**config.mk**
```make
export PLATFORM = sky130hd
export DESIGN_NAME = fetch_unit
export DESIGN_NICKNAME = d
export VERILOG_FILES = /design/src/rtl/fetch_pkg.sv /design/src/rtl/fetch_queue.sv /design/src/rtl/fetch_unit.sv
export SDC_FILE = /design/constraint.sdc
export NUM_CORES = 1
export LEC_CHECK = 0
export BUFFER_PORTS_ARGS = -buffer_cell sky130_fd_sc_hd__buf_4
export CORE_ASPECT_RATIO = 1.2
export CORE_MARGIN = 2
export CORE_UTILIZATION = 50
export DETAILED_ROUTE_END_ITERATION = 6
export HOLD_SLACK_MARGIN = 0.15
export PLACE_DENSITY = 0.72
export SYNTH_ARGS = -nofsm -noshare
export SYNTH_HDL_FRONTEND = slang
export SYNTH_SLANG_ARGS = --single-unit
```
**constraint.sdc**
```tcl
create_clock -name CLK -period 5.3 [get_ports CLK]
set_clock_uncertainty 0.15 [all_clocks]
set_input_delay 0 -clock CLK [delete_from_list [all_inputs] [get_ports CLK]]
set_output_delay 0 -clock CLK [all_outputs]
set_load 0.005 [all_outputs]
```
**src/rtl/fetch_pkg.sv**
```systemverilog
// Shared definitions for the instruction fetch unit: FSM encoding, the NOP
// word shown on an empty decode interface, and the sequential PC step.
package fetch_pkg;

    typedef enum logic [1:0] {
        S_FETCH = 2'd0,
        S_FULL  = 2'd1,
        S_ABORT = 2'd2
    } fetch_state_e;

    localparam logic [31:0] NOP_INSTR = 32'h0000_0013;
    localparam int unsigned PC_INC    = 4;

endpackage

```
**src/rtl/fetch_queue.sv**
```systemverilog
// Prefetch FIFO of {pc, instruction} entries; DEPTH must be a power of two so
// the pointers wrap for free. The head reads straight out of storage.
module fetch_queue
    import fetch_pkg::*;
#(
    parameter int DEPTH   = 4,
    parameter int ENTRY_W = 64
) (
    input  logic                       clk,
    input  logic                       rst_n,
    input  logic                       push_i,
    input  logic [ENTRY_W-1:0]         push_data_i,
    input  logic                       pop_i,
    input  logic                       flush_i,
    output logic [$clog2(DEPTH):0]     count_o,
    output logic [ENTRY_W-1:0]         head_o
);

    localparam int PTR_W = $clog2(DEPTH);
    localparam int CNT_W = PTR_W + 1;
    localparam logic [ENTRY_W-1:0] EMPTY_ENTRY = {{(ENTRY_W-32){1'b0}}, NOP_INSTR};

    logic [ENTRY_W-1:0] mem_q [DEPTH];
    logic [PTR_W-1:0]   wr_ptr_q, wr_ptr_d;
    logic [PTR_W-1:0]   rd_ptr_q, rd_ptr_d;
    logic [CNT_W-1:0]   count_q, count_d;
    logic               push_ok;
    logic               pop_ok;

    always_comb begin
        pop_ok   = pop_i && (count_q != '0) && !flush_i;
        push_ok  = push_i && !flush_i && ((count_q != CNT_W'(DEPTH)) || pop_ok);
        wr_ptr_d = wr_ptr_q;
        rd_ptr_d = rd_ptr_q;
        count_d  = count_q;
        if (flush_i) begin
            wr_ptr_d = '0;
            rd_ptr_d = '0;
            count_d  = '0;
        end else begin
            if (push_ok) wr_ptr_d = wr_ptr_q + PTR_W'(1);
            if (pop_ok)  rd_ptr_d = rd_ptr_q + PTR_W'(1);
            count_d = count_q + CNT_W'(push_ok) - CNT_W'(pop_ok);
        end
    end

    always_ff @(posedge clk or negedge rst_n) begin
        if (!rst_n) begin
            wr_ptr_q <= '0;
            rd_ptr_q <= '0;
            count_q  <= '0;
        end else begin
            wr_ptr_q <= wr_ptr_d;
            rd_ptr_q <= rd_ptr_d;
            count_q  <= count_d;
        end
    end

    // Storage needs no reset: entries are only visible through a non-zero count.
    always_ff @(posedge clk) begin
        if (push_ok) mem_q[wr_ptr_q] <= push_data_i;
    end

    assign count_o = count_q;
    assign head_o  = (count_q == '0) ? EMPTY_ENTRY : mem_q[rd_ptr_q];

endmodule

```
**src/rtl/fetch_unit.sv**
```systemverilog
// Instruction fetch unit: sequential PC fetch into a prefetch queue feeding decode,
// with redirect/flush. Define FETCH_UNIT_PERF_EN to build the stall-cycle counter.
module fetch_unit
    import fetch_pkg::*;
#(
    parameter int              XLEN         = 32,
    parameter int              DEPTH        = 4,
    parameter logic [XLEN-1:0] RESET_VECTOR = '0
) (
    input  logic                     CLK,
    input  logic                     RESET_N,
    output logic [XLEN-1:0]          INSTR_MEM_ADDR,
    output logic                     INSTR_MEM_READ,
    input  logic [31:0]              INSTRUCTION,
    input  logic                     INSTR_MEM_BUSYWAIT,
    input  logic                     REDIRECT,
    input  logic [XLEN-1:0]          REDIRECT_PC,
    input  logic                     ID_HOLD,
    output logic                     ID_VALID,
    output logic [XLEN-1:0]          ID_PC,
    output logic [31:0]              ID_INSTRUCTION,
    output logic [$clog2(DEPTH):0]   QUEUE_COUNT,
    output logic [31:0]              FETCH_STALL_CNT
);

    localparam int CNT_W   = $clog2(DEPTH) + 1;
    localparam int ENTRY_W = XLEN + 32;

    fetch_state_e       state_q, state_d;
    logic [XLEN-1:0]    fpc_q, fpc_d;
    logic               run_q;
    logic               read;
    logic               push;
    logic               pop;
    logic [CNT_W-1:0]   q_count;
    logic [CNT_W-1:0]   count_nxt;
    logic [ENTRY_W-1:0] head;

    fetch_queue #(
        .DEPTH   (DEPTH),
        .ENTRY_W (ENTRY_W)
    ) u_queue (
        .clk         (CLK),
        .rst_n       (RESET_N),
        .push_i      (push),
        .push_data_i ({fpc_q, INSTRUCTION}),
        .pop_i       (pop),
        .flush_i     (REDIRECT),
        .count_o     (q_count),
        .head_o      (head)
    );

    // run_q keeps READ low until the first edge after reset release.
    always_comb begin
        read      = run_q && (state_q == S_FETCH);
        push      = read && !INSTR_MEM_BUSYWAIT && !REDIRECT;
        pop       = (q_count != '0) && !ID_HOLD && !REDIRECT;
        count_nxt = q_count + CNT_W'(push) - CNT_W'(pop);

        state_d = state_q;
        if (REDIRECT) begin
            state_d = (read && INSTR_MEM_BUSYWAIT) ? S_ABORT : S_FETCH;
        end else begin
            case (state_q)
                S_FETCH: if (push && (count_nxt == CNT_W'(DEPTH))) state_d = S_FULL;
                S_FULL:  if (count_nxt < CNT_W'(DEPTH))            state_d = S_FETCH;
                S_ABORT: state_d = S_FETCH;
                default: state_d = S_FETCH;
            endcase
        end

        fpc_d = fpc_q;
        if (REDIRECT)  fpc_d = REDIRECT_PC & ~XLEN'(3);
        else if (push) fpc_d = fpc_q + XLEN'(PC_INC);
    end

    always_ff @(posedge CLK or negedge RESET_N) begin
        if (!RESET_N) begin
            state_q <= S_FETCH;
            fpc_q   <= RESET_VECTOR;
            run_q   <= 1'b0;
        end else begin
            state_q <= state_d;
            fpc_q   <= fpc_d;
            run_q   <= 1'b1;
        end
    end

`ifdef FETCH_UNIT_PERF_EN
    logic [31:0] stall_cnt_q, stall_cnt_d;

    always_comb begin
        stall_cnt_d = stall_cnt_q;
        if (read && INSTR_MEM_BUSYWAIT && (stall_cnt_q != '1)) stall_cnt_d = stall_cnt_q + 32'd1;
    end

    always_ff @(posedge CLK or negedge RESET_N) begin
        if (!RESET_N) stall_cnt_q <= '0;
        else          stall_cnt_q <= stall_cnt_d;
    end

    assign FETCH_STALL_CNT = stall_cnt_q;
`else
    assign FETCH_STALL_CNT = 32'd0;
`endif

    assign INSTR_MEM_ADDR = fpc_q;
    assign INSTR_MEM_READ = read;
    assign ID_VALID       = (q_count != '0);
    assign ID_PC          = head[ENTRY_W-1:32];
    assign ID_INSTRUCTION = head[31:0];
    assign QUEUE_COUNT    = q_count;

endmodule
```
==> flow_summary.toml <==
[placed_design]
portBuffers = 163
dpl_worst_slack_ns = 1.77
hpwlAfterDp_um = 14000
place_inst = 1151
gp_congestion = 0.777

[cts]
cts_buffers = 27
cts_sinks = 288
cts_setup_buffers = 0
cts_hold_buf = 175
post_cts_resized = 0
cts_htree_levels = 1
clock_latency_ns = 0.52
cts_root_buf = "clkbuf_16"
path_clk_slew_ns = 0.06
cts_tree = "done"
cts_max_path_buffers = 3

[timing]
setup_ws_ns = 1.70
period_needed_ns = 3.60
maxSlewHeadroom_pct = 30.0
setup_viol = 0
worst_pin_slew_ns = 1.04
grt_setup_unrepaired = "false"
fin_crit_sh_pct = 68.0
setup_tns_ns = 0
max_freq_mhz = 278
hold_viol = 0
slew_violations = 0

[global_route]
grt_use_total_pct = 20.4
grt_pass1_vias = 7551
antenna_found_initial = 0
grt_first_pass_wirelength_um = 40900
overflow = 0
grt_max_degree = 67

[yosys]
synth_most_common_cell = "edfxtp_1"
synthTopCellsByArea = "edfxtp_1, mux4_2, dfrtp_1"
synth.largest_area_cell = "edfxtp_1"
yosysUniqueCellTypes = 41
synth_ff_type = "edfxtp_1"
synth.cells.most_frequent = "edfxtp_1, nor2b_1, mux4_2"
synth_area_per_cell_um2 = 17.2
ys_warn_count = 0
synth_edf_count = 248
async_reset_ff_share_pct = 13.9
yosysSeqAreaShare_pct = 70.4
syn_inst = 699
ys_ff_latch = 288
netlist.area_leader.share_pct = 62.0
synth_area_um2 = 12000

[hold_path]
hold_path_end = "INSTR_MEM_ADDR[17]$_DFFE_PN0N_"
hold_class = "input port to flop"
min-delay-start = "REDIRECT_PC[17]"
whs_path_depth = 4

[final_layout]
final_cell_count_no_fill = 1371
syn2layout_area_growth_pct = 32.9
drive_gt1_share_pct = 25.9
nets = 1115
final_util_pct = 67.2
antennaDiodeCount = 0

[die]
fp.dieW_um = 145
start_util_pct = 50.6
row_count = 62
die_h_um = 174
die_area_um2 = 25300
core_um2 = 23700
io_pins = 202

[worst_setup_path]
cp-start-kind = "flop"
cp.required_ns = 5.55
crit_path_end_kind = "flop"
timing.rr.start = "state_q[1]$_DFFE_PN0P_"
worstPathArrival_ns = 3.85
critPathMaxFanout = 10
r2r-end = "INSTR_MEM_ADDR[30]$_DFFE_PN0N_"
path_class = "flop to flop"
ff2ff_path_depth = 6
r2r_setup_slack_ns = 1.70

[power]
power.net_switching_uw = 1510
p_sw_share_pct = 25.9
p_leak_uw = 0.00565
power_density_nw_per_um2 = 366
ir_drop_uv = 275
p_int_uw = 4330
clkPwrFrac_pct = 29.8
comb_power_share_pct = 23.6
power_frac_seq_pct = 46.5

[detailed_routing]
via_per_inst = 5.34
drtIter0Drc = 386
drcViolationCount = 0
vias = 7320
post_drt_wl_per_cell_um = 19.0
ant_nets = 0
drtPass1Iterations = 5
drt-total-wl_um = 26100

[job]
maxCapViolCount = 0

[outcome]
outcome = "complete, no violations"
-- area by class of cell --
cell class | count | area (um^2)
clock buffers | 36 | 709
clock inverters | 9 | 68.8
fillers | 1646 | 7780
inverters | 12 | 45.0
multi-input cells | 366 | 3270
flip-flops and latches | 288 | 8460
well taps | 320 | 400
repair buffers | 340 | 3010
-- stage by stage --
stage          hold slack, ns  cell area [um^2]  total power, uW
6_report                0.169             16000             5840
5_1_grt                 0.202             16000             6120
4_1_cts                 0.156             16000             5890
3_5_place_dp           -0.121             13400             4040
3_3_place_gp           -0.128             13400             4030
2_1_floorplan          -0.446             12100             3390
-- kinds of logic (layout without fill, tap and decap cells) --
kind of cell             Yosys count  count (layout)  synth area share, %
AO/OA/AOI/OAI                     49              49                 2.63
other                              2              37               0.0625
buffers and inverters             80             397                 3.65
flip-flops                       288             288                 70.4
AND/OR/NAND/NOR                  192             192                 9.29
adder cells (fa/ha/maj)           11              11                 1.27
multiplexers                      64              64                 11.8
XOR/XNOR                          13              13                0.948
-- critical path, cell delays in order (launching register included) --
cell	delay, ns
dfrtp_1	0.41
nor4b_2	0.84
nand4_1	0.49
a22oi_1	0.32
dlygate4sd3_1	0.62
nand3_1	0.10
dlygate4sd3_1	0.56
-- power by group through the flow --
stage / Combinational (uW) / Clock (uW) / Sequential (uW)
after floorplan: 736 / 0 / 2660
after global placement: 1260 / 0 / 2770
after detailed placement: 1270 / 0 / 2770
after CTS: 1390 / 1780 / 2720
after global routing: 1500 / 1870 / 2740
final: 1380 / 1740 / 2720
-- worst max path at each step --
stage / cells past startpoint / end / startpoint
finish: 6 / INSTR_MEM_ADDR[30]$_DFFE_PN0N_ / state_q[1]$_DFFE_PN0P_
global route: 6 / INSTR_MEM_ADDR[30]$_DFFE_PN0N_ / state_q[1]$_DFFE_PN0P_
CTS: 3 / u_queue.mem_q[1][48]$_DFFE_PP_ / state_q[1]$_DFFE_PN0P_
detailed placement: 3 / u_queue.mem_q[1][51]$_DFFE_PP_ / state_q[1]$_DFFE_PN0P_
global placement: 3 / u_queue.mem_q[0][7]$_DFFE_PP_ / state_q[1]$_DFFE_PN0P_
floorplan: 4 / u_queue.mem_q[0][0]$_DFFE_PP_ / state_q[1]$_DFFE_PN0P_
-- state kept, by name (all words and copies together), names as in the netlist --
register,count
state_q,2
run_q,1
u_queue.rd_ptr_q,2
u_queue.wr_ptr_q,2
INSTR_MEM_ADDR,30
u_queue.count_o,3
u_queue.mem_q,248
-- metal layers --
| metal | vias up | part of all wire (%) | track usage, % |
|---|---|---|---|
| li1 | 3335 | - | - |
| met1 | 3702 | 40 | 26.3 |
| met2 | 238 | 52 | 36.3 |
| met3 | 45 | 5.4 | 3.18 |
| met4 | 0 | 2.2 | 5.72 |
| met5 | - | 0 | 0 |
-- cells in the final DEF, fill, tap and decap left out, types with 2 or more instances in the layout --
cell,count
a21oi_1,2
a22o_1,2
a31oi_1,11
and2_4,4
and3_1,4
and4_1,6
buf_4,165
clkbuf_1,9
clkbuf_16,27
clkinv_1,5
clkinvlp_4,2
conb_1,37
dfrtp_1,38
dfrtp_4,2
dlygate4sd3_1,174
edfxtp_1,248
fa_1,2
ha_1,9
inv_1,11
mux2i_1,2
mux4_2,62
nand2_1,31
nand3_1,17
nand4_1,10
nor2_1,17
nor2b_1,63
nor3_1,4
nor3b_1,2
nor4_1,2
o211ai_1,7
o21ai_0,15
o31ai_1,10
or2_2,3
or3_1,3
or4_1,19
or4b_1,2
xnor2_1,7
xor2_1,6
Note: power is estimated with default switching activity, not from simulation.
